<file path="config.mk">
export PLATFORM = sky130hd
export DESIGN_NAME = interrupt_sequencer
export DESIGN_NICKNAME = d
export VERILOG_FILES = /design/src/rtl/interrupt_sequencer.sv
export SDC_FILE = /design/constraint.sdc
export NUM_CORES = 1
export LEC_CHECK = 0
export BUFFER_PORTS_ARGS = -buffer_cell sky130_fd_sc_hd__buf_2
export CAP_MARGIN = 20
export CORE_MARGIN = 2
export CORE_UTILIZATION = 52
export DETAILED_ROUTE_END_ITERATION = 8
export PLACE_DENSITY = 0.84
export SYNTH_ARGS = -nofsm -noshare
export SYNTH_HDL_FRONTEND = slang
export SYNTH_SLANG_ARGS = --single-unit
</file>
<file path="constraint.sdc">
create_clock -name clk -period 3.4 [get_ports clk]
set_input_delay 0 -clock clk [delete_from_list [all_inputs] [get_ports clk]]
set_output_delay 0 -clock clk [all_outputs]
set_load 0.01 [all_outputs]
</file>
<file path="src/rtl/interrupt_sequencer.sv">
// Interrupt sequencer: accepts a qualified trap at the next instruction
// boundary, vectors into the handler jump table, and returns on mret.
`ifndef NMI
`define NMI    3'd1
`endif
`ifndef EBREAK
`define EBREAK 3'd2
`endif
`ifndef TMR
`define TMR    3'd3
`endif
`ifndef INT
`define INT    3'd4
`endif
`ifndef ECALL
`define ECALL  3'd5
`endif

module interrupt_sequencer #(
  parameter logic [31:0] VEC_BASE = 32'h0000_0100
) (
  input  logic        clk,
  input  logic        rst,
  input  logic        interFlag,
  input  logic [2:0]  interSel,
  input  logic [31:0] pc_current,
  input  logic        instr_boundary,
  input  logic        mret,
  input  logic        inter_en_wr,
  input  logic        inter_en_wdata,
  output logic        en_inter,
  output logic        stall,
  output logic        redirect,
  output logic [31:0] redirect_pc,
  output logic        ack,
  output logic [31:0] epc,
  output logic [2:0]  cause,
  output logic        in_handler
);

  typedef enum logic [1:0] {IDLE, WAIT, VECTOR, HANDLER} state_t;

  state_t      state;
  logic        prev_en;
  logic [2:0]  wait_cause;
  logic [31:0] vec_target;

  // An NMI seen on the boundary cycle itself must still steer the vector.
  assign wait_cause = (interFlag && (interSel == `NMI)) ? `NMI : cause;
  assign vec_target = VEC_BASE + {27'b0, wait_cause, 2'b00};

  always_ff @(posedge clk or negedge rst) begin
    if (!rst) begin
      state       <= IDLE;
      en_inter    <= 1'b1;
      prev_en     <= 1'b1;
      stall       <= 1'b0;
      redirect    <= 1'b0;
      redirect_pc <= 32'h0;
      ack         <= 1'b0;
      epc         <= 32'h0;
      cause       <= `ECALL;
      in_handler  <= 1'b0;
    end else begin
      redirect <= 1'b0;
      ack      <= 1'b0;
      case (state)
        IDLE: begin
          if (inter_en_wr) en_inter <= inter_en_wdata;
          // The mret return pulse cycle is IDLE but must not start a new entry.
          if (interFlag && !redirect) begin
            cause <= interSel;
            stall <= 1'b1;
            state <= WAIT;
          end
        end
        WAIT: begin
          cause <= wait_cause;
          if (instr_boundary) begin
            epc         <= pc_current;
            redirect    <= 1'b1;
            ack         <= 1'b1;
            redirect_pc <= vec_target;
            prev_en     <= en_inter;
            en_inter    <= 1'b0;
            state       <= VECTOR;
          end
        end
        VECTOR: begin
          stall      <= 1'b0;
          in_handler <= 1'b1;
          state      <= HANDLER;
        end
        HANDLER: begin
          // Return restore takes priority over a same-cycle software write.
          if (mret) begin
            redirect    <= 1'b1;
            redirect_pc <= epc;
            en_inter    <= prev_en;
            in_handler  <= 1'b0;
            state       <= IDLE;
          end else if (inter_en_wr) begin
            en_inter <= inter_en_wdata;
          end
        end
        default: state <= IDLE;
      endcase
    end
  end

endmodule

</file>
==> results.py <==
metrics = {
    "synthesis": {
        "synthArstFlopShare": 1.00,
        "synth_edf_count": 0,
        "syn-num-nets": 259,
        "syn_area_per_cell_sq_um": 14.2,
        "ys_seq_area_frac": 0.625,
        "synth-main-ff-cell": "dfrtp_1",
        "yosysWarnings": 0,
        "yosys.cell_types.count": 35,
        "synth_area_sq_mm": 0.00301,
        "synth_seq_cells": 75,
        "synthCells": 212,
    },
    "power": {
        "max-vdd-ir-drop_v": 0.000617,
        "p_per_area_mw_per_mm2": 967,
        "seqPwrFrac": 0.407,
        "combPwrFrac": 0.414,
        "p_int_w": 0.00257,
        "p_switching_w": 0.00146,
        "p_leak_nw": 2.09,
        "p_sw_frac": 0.362,
        "p_clk_frac": 0.179,
    },
    "clock_network": {
        "clock-sinks": 75,
        "cts_made_buffers": 9,
        "clk_pin_slew_worst_paths_ns": 0.08,
        "cts_max_path_buffers": 2,
        "clock_latency_ns": 0.34,
        "cts-root-buf": "clkbuf_8",
        "tritoncts": "done",
        "cts-htree-levels": 3,
    },
    "layout": {
        "area_delta_synth_final_pct": 38.2,
        "drive_gt1_frac": 0.448,
        "fin_util": 0.751,
        "diodes": 0,
        "mostFrequentLayoutCells": "buf_2, dfrtp_1, dlygate4sd3_1, a22o_1, mux2_2",
        "layout.nets": 408,
        "final_common_cell": "buf_2",
        "nFillCells": 381,
    },
    "critical_path": {
        "critPathMaxStageDelay_ns": 0.51,
        "worst-path-max-fanout": 18,
        "cp_top_family": "buffers and inverters",
        "worstPathCellList": "inv_1, ha_1, nand2_1, buf_4, mux2_1",
        "crit_arrival_ns": 2.49,
        "cp-start-kind": "flip-flop",
        "path_buf_inv": 2,
        "worstSetupPathType": "reg -> reg",
        "cpMaxStageDelayCell": "nand2_1",
        "required_ns": 3.61,
        "endpoint_kind": "flip-flop",
    },
    "route": {
        "wl_per_cell_um": 16.0,
        "ant_nets": 0,
        "via_per_inst": 5.24,
        "dr.pass1.iters": 4,
        "num_vias": 2294,
        "drt_iter0_markers": 71,
        "wl_um": 7000,
        "drc": 0,
    },
    "global_route": {
        "grt_pass1_wl_um": 11200,
        "grt_max_degree": 76,
        "track_usage": 0.233,
        "grt_pass1_vias": 2379,
        "antenna_found_initial": 0,
        "grt_overflow": 0,
    },
    "floorplan": {
        "coreArea_sq_mm": 0.00554,
        "dieArea_sq_mm": 0.00641,
        "fp.dieW_um": 80.1,
        "rows": 27,
        "start_util": 0.543,
        "ios": 114,
        "die_h_um": 80.1,
    },
    "placed_design": {
        "io_buffers": 113,
        "routabilityCongestion": 0.805,
        "place.detailed.hpwl_um": 4480,
    },
    "sta": {
        "clock-skew-final_ns": 0.0113,
        "rsz0062_at_grt": "no",
        "relSlewSlack": 0.400,
        "fin_crit_ns": 2.28,
        "slew_violations": 0,
        "finalCritPeriodShare": 0.670,
        "setup_tns_ns": 0,
        "max_freq_mhz": 439,
        "timing_hold_violations_final": 0,
        "worstMarginPinSlew_ns": 0.900,
        "setup_viol": 0,
    },
    "hold_path": {
        "hp-class": "in -> reg",
    },
    "job": {
        "max_cap_viol_count": 0,
    },
    "status": {
        "outcome": "finished clean",
    },
}
cells by family after synthesis:
kind of cell / after synthesis / share of synthesized area
and+or+nand+nor: 26 / 0.0470
buffers and inverters: 20 / 0.0366
AOI/OAI and AO/OA: 51 / 0.139
DFF: 75 / 0.625
adders and majority gates: 5 / 0.0208
muxes: 35 / 0.132
worst paths after layout:
| kind | endpoint | cells after the start | startpoint | slack, ns |
|---|---|---|---|---|
| hold reg to reg | redirect_pc[20] | 1 | redirect_pc[20] | 0.50 |
| min in group asynchronous | redirect_pc[2] | 2 | rst | 0.32 |
| setup / recovery | epc[4] | 5 | state[1] | 1.12 |
| hold / removal | in_handler | 3 | mret | 0.03 |
| max in group asynchronous | redirect | 2 | rst | 2.48 |
| setup reg to reg | epc[4] | 5 | state[1] | 1.12 |
final cells by class:
type	instances	area, sq um	area share
multi-input combinational	117	1020	0.245
sequential	75	1880	0.452
timing repair buffer	149	926	0.223
clock inverter	5	77.6	0.0187
tap	72	90.1	0.0217
inverter	9	33.8	0.00812
clock buffer	11	131	0.0316
cells in the mapped netlist (2+ instances only):
| cell | instances | area [sq um] |
|---|---|---|
| mux2_1 | 6 | 67.6 |
| a31oi_1 | 3 | 18.8 |
| o22ai_1 | 2 | 12.5 |
| buf_2 | 7 | 35.0 |
| dfrtp_1 | 71 | 1780 |
| o22a_1 | 3 | 26.3 |
| inv_1 | 9 | 33.8 |
| a22o_1 | 28 | 245 |
| dfstp_2 | 4 | 105 |
| a32o_1 | 2 | 20.0 |
| ha_1 | 5 | 62.6 |
| o2bb2ai_1 | 2 | 17.5 |
| o21ai_0 | 2 | 10.0 |
| nor2_1 | 4 | 15.0 |
| nand3b_1 | 2 | 15.0 |
| buf_6 | 2 | 22.5 |
| a21oi_1 | 4 | 20.0 |
| o211ai_1 | 2 | 15.0 |
| nand2_1 | 10 | 37.5 |
| nand3_1 | 2 | 10.0 |
| nand2b_1 | 2 | 12.5 |
| mux2_2 | 27 | 304 |
stage by stage:
stage | hold slack [ns] | total power [W] | instances | area (sq um) | setup slack [ns]
final | 0.0290 | 0.00402 | 438 | 4160 | 1.12
after global routing | 0.0487 | 0.00428 | 438 | 4160 | 0.981
after CTS | 0.0254 | 0.00404 | 438 | 4160 | 1.13
after detailed placement | 0.191 | 0.00328 | 387 | 3600 | 1.16
after global placement | 0.180 | 0.00319 | 387 | 3600 | 1.28
after floorplan | -0.296 | 0.00267 | 212 | 3010 | 1.79
power groups by stage:
stage / registers [W] / clock network (W) / logic [W]
6_report: 0.00164 / 0.000720 / 0.00167
5_1_grt: 0.00169 / 0.000780 / 0.00181
4_1_cts: 0.00163 / 0.000733 / 0.00168
3_5_place_dp: 0.00164 / 0 / 0.00164
3_3_place_gp: 0.00162 / 0 / 0.00157
2_1_floorplan: 0.00180 / 0 / 0.000865
worst reg2reg max path, stage by stage (launching register included):
cell	delay, ns
dfrtp_1	0.42
inv_1	0.11
ha_1	0.38
nand2_1	0.51
buf_4	0.41
mux2_1	0.33
state kept, by name, indices dropped and copies added, names as in the netlist, 2 cells and up:
| signal | count |
|---|---|
| cause | 3 |
| epc | 32 |
| redirect_pc | 32 |
| state | 2 |
per-layer routing:
metal	routed length (um)	up-vias	track usage
li1	-	1070	-
met1	2930	1106	0.294
met2	3400	106	0.380
met3	553	12	0.0551
met4	115	0	0.108
met5	0	-	0
repair_timing:
action,4_1_cts,5_1_grt
hold buffers,35,0
endpoints found under the hold margin,104,0
setup buffers,0,0
gates resized for setup,0,0
Power figures use the tool's default switching activity.
